**src/rtl/buf_arbiter.sv**
```systemverilog
`timescale 1ns/1ps
// Round-robin arbiter sharing one four-phase BUF sender port among N_SRC Senders.
// The grant is held for the whole REQ/ACK cycle, and completed transfers are counted.
module buf_arbiter #(
  parameter int N_SRC = 4,
  parameter int DW    = 32,
  parameter int CW    = 16
) (
  input  logic                clk,
  input  logic                rst,
  input  logic [N_SRC-1:0]    s_req,
  input  logic [N_SRC*DW-1:0] s_di,
  output logic [N_SRC-1:0]    s_ack,
  output logic                b_req,
  output logic [DW-1:0]       b_di,
  input  logic                b_ack,
  output logic [N_SRC-1:0]    grant,
  output logic                busy,
  output logic [CW-1:0]       xfer_count,
  output logic                proto_err
);
  localparam int IW = (N_SRC > 1) ? $clog2(N_SRC) : 1;
  localparam logic [IW-1:0] LAST_RST = IW'(N_SRC - 1);

  typedef enum logic [1:0] {IDLE, REQ, ACKD, RELEASE} state_t;

  state_t           state, state_nxt;
  logic [IW-1:0]    owner, owner_nxt, last, last_nxt, pick;
  logic             pick_vld;
  logic [N_SRC-1:0] s_ack_nxt, grant_nxt;
  logic             b_req_nxt, busy_nxt, proto_err_nxt;
  logic [DW-1:0]    b_di_nxt;
  logic [CW-1:0]    xfer_count_nxt;

  // Cyclic scan starting just after the previous owner; the first requester wins.
  always_comb begin
    int idx;
    pick     = '0;
    pick_vld = 1'b0;
    idx      = 0;
    for (int k = 1; k <= N_SRC; k++) begin
      idx = int'(last) + k;
      if (idx >= N_SRC) idx = idx - N_SRC;
      if (!pick_vld && s_req[idx]) begin
        pick     = IW'(idx);
        pick_vld = 1'b1;
      end
    end
  end

  // NOTE: registers use non-blocking assignments so every flop samples pre-edge values.
  always_ff @(posedge clk or posedge rst) begin
    if (rst) begin
      state      <= IDLE;
      owner      <= '0;
      last       <= LAST_RST;
      s_ack      <= '0;
      grant      <= '0;
      b_req      <= 1'b0;
      b_di       <= '0;
      busy       <= 1'b0;
      xfer_count <= '0;
      proto_err  <= 1'b0;
    end else begin
      state      <= state_nxt;
      owner      <= owner_nxt;
      last       <= last_nxt;
      s_ack      <= s_ack_nxt;
      grant      <= grant_nxt;
      b_req      <= b_req_nxt;
      b_di       <= b_di_nxt;
      busy       <= busy_nxt;
      xfer_count <= xfer_count_nxt;
      proto_err  <= proto_err_nxt;
    end
  end

  // NOTE: every combinational output gets a default first, so no latch can be inferred.
  always_comb begin
    state_nxt = state;
    case (state)
      IDLE:    if (pick_vld)      state_nxt = REQ;
      REQ:     if (b_ack)         state_nxt = ACKD;
      ACKD:    if (!s_req[owner]) state_nxt = RELEASE;
      RELEASE: if (!b_ack)        state_nxt = IDLE;
      default:                    state_nxt = IDLE;
    endcase
  end

  always_comb begin
    owner_nxt      = owner;
    last_nxt       = last;
    s_ack_nxt      = s_ack;
    grant_nxt      = grant;
    b_req_nxt      = b_req;
    b_di_nxt       = b_di;
    busy_nxt       = busy;
    xfer_count_nxt = xfer_count;
    proto_err_nxt  = proto_err;
    case (state)
      IDLE: begin
        if (b_ack) proto_err_nxt = 1'b1;
        if (pick_vld) begin
          owner_nxt = pick;
          grant_nxt = N_SRC'(1) << pick;
          b_di_nxt  = s_di[pick*DW +: DW];
          b_req_nxt = 1'b1;
          busy_nxt  = 1'b1;
        end
      end
      REQ: begin
        // A Sender withdrawing early is flagged, but the BUF cycle is never aborted.
        if (!s_req[owner]) proto_err_nxt = 1'b1;
        if (b_ack) s_ack_nxt[owner] = 1'b1;
      end
      ACKD: begin
        if (!b_ack) proto_err_nxt = 1'b1;
        if (!s_req[owner]) b_req_nxt = 1'b0;
      end
      RELEASE: begin
        if (!b_ack) begin
          s_ack_nxt      = '0;
          grant_nxt      = '0;
          busy_nxt       = 1'b0;
          last_nxt       = owner;
          xfer_count_nxt = xfer_count + CW'(1);
        end
      end
      default: ;
    endcase
  end
endmodule

```
**config.mk**
```make
export PLATFORM = sky130hd
export DESIGN_NAME = buf_arbiter
export DESIGN_NICKNAME = d
export VERILOG_FILES = /design/src/rtl/buf_arbiter.sv
export SDC_FILE = /design/constraint.sdc
export NUM_CORES = 1
export LEC_CHECK = 0
export CAP_MARGIN = 20
export CORE_UTILIZATION = 40
export CTS_BUF_LIST = sky130_fd_sc_hd__clkbuf_4 sky130_fd_sc_hd__clkbuf_8 sky130_fd_sc_hd__clkbuf_16
export DETAILED_ROUTE_END_ITERATION = 10
export PLACE_DENSITY_LB_ADDON = 0.12
export REMOVE_ABC_BUFFERS = 1
export SETUP_SLACK_MARGIN = 0.1
export SYNTH_ARGS = -nofsm -noshare
export SYNTH_HDL_FRONTEND = slang
export SYNTH_SLANG_ARGS = --single-unit
```
**constraint.sdc**
```tcl
create_clock -name clk -period 2.39 [get_ports clk]
set_input_delay 0.478 -clock clk [delete_from_list [all_inputs] [get_ports clk]]
set_output_delay 0.478 -clock clk [all_outputs]
set_load 0.02 [all_outputs]
```
Word-level counts from Yosys, hierarchy flattened. Cells that the tools add are included.

Bitwise operators: 2. Order comparisons: 10. Equality and inequality tests: 10. Add/sub/neg operators: 9. Reduce and logical (&&, ||, !) cells: 19. Shift operators: 2. Mux-type cells: 47.

Operator list (count): 32-bit by 4-bit < comparator with 1-bit output, second input constant (4); 32-bit two-way mux (4); 128-bit by 8-bit indexed part select with 32-bit output (1); 1-bit two-way mux (20); 16-bit by 1-bit adder with 16-bit output, second input constant (1); 2-bit two-way mux (8); 4-bit one-hot mux with 2 select lines (2); 2-bit != test, second input constant (7); 4-bit two-way mux (3); 3-bit by 3-bit subtractor with 4-bit output, second input constant (3); 1-bit binary-select mux with 2-bit select (5); 3-bit >= comparator, second input constant (3); 3-bit AND reduction (3); 2-bit one-hot mux with 4 select lines (1); 4-bit AND reduction (2); 2-bit by 2-bit adder with 3-bit output, second input constant (2); 2-bit nonzero test (3); 4-bit by 3-bit subtractor with 5-bit output, second input constant (1); 2-bit by 3-bit adder with 4-bit output, second input constant (1); 2-bit equality test, second input constant (2); 4-bit by 3-bit >= comparator with 1-bit output, second input constant (1); 1-bit logical AND (4); 4-bit OR (1); 1-bit one-hot mux with 2 select lines (2); 12 further kinds (15).

Output and inout bits: 59. Word-level logic and storage cells: 109. Input bits: 135. Flip-flop bits (word level): 65.

Logic depth before layout (Yosys ltp).
Word-level depth: 19. Mapped depth: 7. Mapped depth without buffers: 7.

Worst setup path before layout. OpenSTA, ideal clock, no wires.

Path type: input -> register. Start: in s_req[1]. End: reg state[1]. Required time: 2.265 ns. Library setup time: 0.125 ns. Slack: 0.641 ns. Stages on the path: 4. Buffers on the path: 0. Arrival: 1.624 ns. Path through: or4_4 o21ai_1 a221o_2 mux2_4.

Longest elaborated chain between the ends: 15. Elaborated cells on any way between the ends: 27. Those cells by class: eq/ne (2); mux (18); reduce/logical (7).

Ends and longest elaborated chain: start, declared (RTL line 11) `input logic [N_SRC-1:0] s_req,`; 1-bit binary-select mux with 2-bit select (RTL line 44) `if (!pick_vld && s_req[idx]) begin`; 1-bit two-way mux (not written as such) (2 in series) (RTL line 44); 1-bit two-way mux (RTL line 44); 1-bit logical NOT (RTL line 44); 1-bit logical AND (RTL line 44); 1-bit two-way mux (RTL line 44); 1-bit logical NOT (RTL line 44); 1-bit logical AND (RTL line 44); 1-bit two-way mux (RTL line 44); 1-bit logical NOT (RTL line 44); 1-bit logical AND (RTL line 44); 1-bit two-way mux (RTL line 44); 2-bit != test (no line); 4-bit AND reduction (no line) *; end signal, assigned (RTL line 65) `state <= state_nxt;`; end, declared (RTL line 27) `state_t state, state_nxt;`.

Mark *: on every way between the ends. The rest lies on a longest branch, timed or not. The select of a mux whose other input is x is not followed. A chain may end at the register's enable or synchronous reset.

Worst setup path after layout.
Start: in s_req[3]. End: reg b_di[7].

Longest elaborated chain between the ends: 14. Elaborated cells on any way between the ends: 28. Those cells by class: shift (1); mux (20); reduce/logical (7).

Ends and longest elaborated chain: 1-bit binary-select mux with 2-bit select (RTL line 44); 1-bit two-way mux (not written as such) (2 in series) (RTL line 44); 1-bit two-way mux (RTL line 44); 1-bit logical NOT (RTL line 44); 1-bit logical AND (RTL line 44); 1-bit two-way mux (RTL line 44); 1-bit logical NOT (RTL line 44); 1-bit logical AND (RTL line 44); 1-bit two-way mux (RTL line 44); 1-bit logical NOT (RTL line 44); 1-bit logical AND (RTL line 44); 2-bit two-way mux / 1-bit two-way mux (equally long branches) (RTL line 44); 128-bit by 8-bit indexed part select with 32-bit output / 2-bit AND reduction (equally long branches); end signal, assigned (RTL line 71) `b_di <= b_di_nxt;`; end, declared (RTL line 15) `output logic [DW-1:0] b_di,`.

Several ways; a longest one is shown, not always the timed one. The select of a mux whose other input is x is not followed.

==> results.toml <==
[timing]
worst_pin_slew_ns = 0.380
fin_setup_tns_ns = 0
max_clock_freq_mhz = 478
slew_headroom = 0.746
setup_viol_count_final = 0
maxSlewViolCount = 0
clock_skew_ns = 0.0110
finalWorstSetupSlack_ns = 0.299
post-route-min-period_ns = 2.09
rsz0062_at_grt = "no"
timing.final.hold_violations = 0
post-route-period-util = 0.875

[detailed_routing]
ant_nets = 0
routed_via_density = 5.66
wl_per_cell_um = 18.3
vias = 4265
drtPass1Iterations = 5
route.detailed.drc = 0
wl_mm = 13.8
dr.first_iter.drc_count = 218

[outcome]
status = "finished clean"

[setup_path]
critPathLaunchType = "input port"
crit_fanout = 14
critPathCaptureType = "flop"
crit_type = "input port to flop"
critPathArrivalTime_ns = 2.32
required_ns = 2.62

[clock_network]
h-tree-depth = 3
cts_hold_buf = 0
cts_setup_buffers = 0
cts_buffers = 9
cts_root_buf = "clkbuf_8"
clock_sinks = 65
clk_latency_ns = 0.35
path_clk_slew_ns = 0.08
cts_tree = "yes"
cts_resized = 0
cts.path.max_buffers = 2

[finish]
fin_cells = 754
drive_gt1_frac = 0.161
post-route-util = 0.675
antenna_cells = 0
syn2layout_area_growth_pct = 60.6
seq_area_um2 = 1630
nets = 757
multiInputGateArea_um2 = 2330
final.fill_count = 802

[power]
internal-power_mw = 4.23
seqPwrFrac = 0.260
total_power_mw = 7.22
comb_power_share = 0.590
pwr-share-clk = 0.149
power_leakage_nw = 2.85
p_per_area_nw_per_um2 = 1070
p_sw_frac = 0.414
p_sw_mw = 2.99
peakVddDrop_mv = 0.536

[yosys]
avgSynthCellArea_um2 = 10.2
synth_top_area_share = 0.377
synth_warnings = 0
synth_area_um2 = 4180
synth_top_area_cell = "dfrtp_1"
synth-seq-cells = 65
netlist_instances = 411
ys_top_cells_by_area = "dfrtp_1 38%, o211ai_2 8.1%, mux2i_1 7.7%"
synth_cell_types = 48
ys_seq_area_frac = 0.389

[die]
die_w_um = 104
die_area_um2 = 10900
io_pins = 194
core_um2 = 9950
start_util = 0.420
die-height_um = 104
rows = 36

[global_route]
antenna_found_initial = 0
grtUsageTotal = 0.259
grt_max_degree = 66
grt_pass1_wl_mm = 22.2
grt.overflow.total = 0
first_global_vias = 4393

[place]
dp_slack_ns = -0.0329
io_buffer_count = 193
gp_congestion = 0.789
place_inst = 738
hpwl_mm = 10.0

[run]
drv_cap = 0

[hold_path]
hp-class = "flop to flop"
## power groups by stage
stage / sequential [mW] / clock [mW] / combinational [mW]
after CTS: 1.88 / 1.10 / 4.29
final: 1.88 / 1.08 / 4.26
after global routing: 1.94 / 1.15 / 4.57
after floorplan: 2.24 / 0 / 1.94
after global placement: 1.88 / 0 / 4.17
after detailed placement: 1.87 / 0 / 4.28
## metrics by stage
step	area (µm²)	hold slack [ns]
2_1_floorplan	3980	0.529
3_3_place_gp	6490	0.447
3_5_place_dp	6490	0.463
4_1_cts	6720	0.482
5_1_grt	6720	0.497
6_report	6720	0.469
## per-layer routing
metal | global-route usage | part of all wire | vias to the layer above
li1 | - | - | 1988
met5 | 0 | 0 | -
met4 | 0.0929 | 0.019 | 0
met3 | 0.0602 | 0.071 | 20
met1 | 0.315 | 0.41 | 2067
met2 | 0.443 | 0.50 | 190
## Yosys cell counts, drive strengths merged
cell type / count
a211o: 32
a211oi: 1
a21o: 2
a21oi: 2
a221o: 1
a31oi: 3
a32o: 4
and3: 5
and4: 1
buf: 25
clkbuf: 12
dfrtp: 63
dfstp: 2
ha: 6
inv: 9
mux2: 4
mux2i: 32
mux4: 1
nand2: 50
nand2b: 3
nand3: 7
nand4: 35
nor2: 5
nor2b: 5
nor3: 2
o211ai: 33
o21a: 3
o21ai: 12
o21bai: 1
o22a: 1
o31ai: 32
or2: 1
or4: 1
xnor2: 11
xor2: 4
## worst paths after layout
kind	startpoint	cells past startpoint	to	slack [ns]
max	s_req[3]	7	b_di[7]	0.30
min	proto_err	1	proto_err	0.47
max reg2reg	state[1]	6	xfer_count[11]	0.38
min reg2reg	proto_err	1	proto_err	0.47
max in group asynchronous	rst	3	last[0]	1.55
min in group asynchronous	rst	3	b_di[24]	0.52
## cell type report
cell class | instances | area share
repair buffers | 231 | 0.347
well taps | 133 | 0.0248
inverters | 9 | 0.00503
flip-flops and latches | 65 | 0.242
clock inverters | 6 | 0.0136
clock buffers | 10 | 0.0205
multi-input cells | 300 | 0.347
## kinds of logic after synthesis
family                   synth area share
adder cells (fa/ha/maj)            0.0179
multiplexers                       0.0936
XOR/XNOR                           0.0314
buffers and inverters              0.0574
AO/OA/AOI/OAI                       0.266
AND/OR/NAND/NOR                     0.144
flip-flops                          0.389
## placed cells by master, fill, tap and decap left out, types with 5 or more instances in the layout
master | Yosys | final
a211o_1 | 32 | 32
and3_1 | 5 | 5
buf_12 | 0 | 9
buf_4 | 3 | 29
clkbuf_8 | 0 | 10
clkdlybuf4s50_1 | 0 | 193
dfrtp_1 | 63 | 63
ha_1 | 6 | 6
inv_1 | 9 | 8
mux2i_1 | 32 | 32
nand2_1 | 49 | 49
nand3_1 | 6 | 6
nand4_1 | 35 | 35
nor2_1 | 5 | 5
o211ai_1 | 6 | 6
o211ai_2 | 27 | 27
o21ai_0 | 6 | 6
o31ai_1 | 32 | 32
xnor2_1 | 11 | 11
## registers in the layout (all words and copies together) (netlist names)
register	cells
proto_err	1
state	2
b_di	32
s_ack	4
owner	2
xfer_count	16
grant	4
busy	1
last	2
b_req	1
## worst max-delay path, cell delays in order
cell and delay, ns:
clkdlybuf4s50_1 0.50, buf_4 0.19, o21a_1 0.23, nor3_4 0.34
buf_12 0.21, mux2i_1 0.27, o211ai_2 0.09
Power figures use the tool's default switching activity.
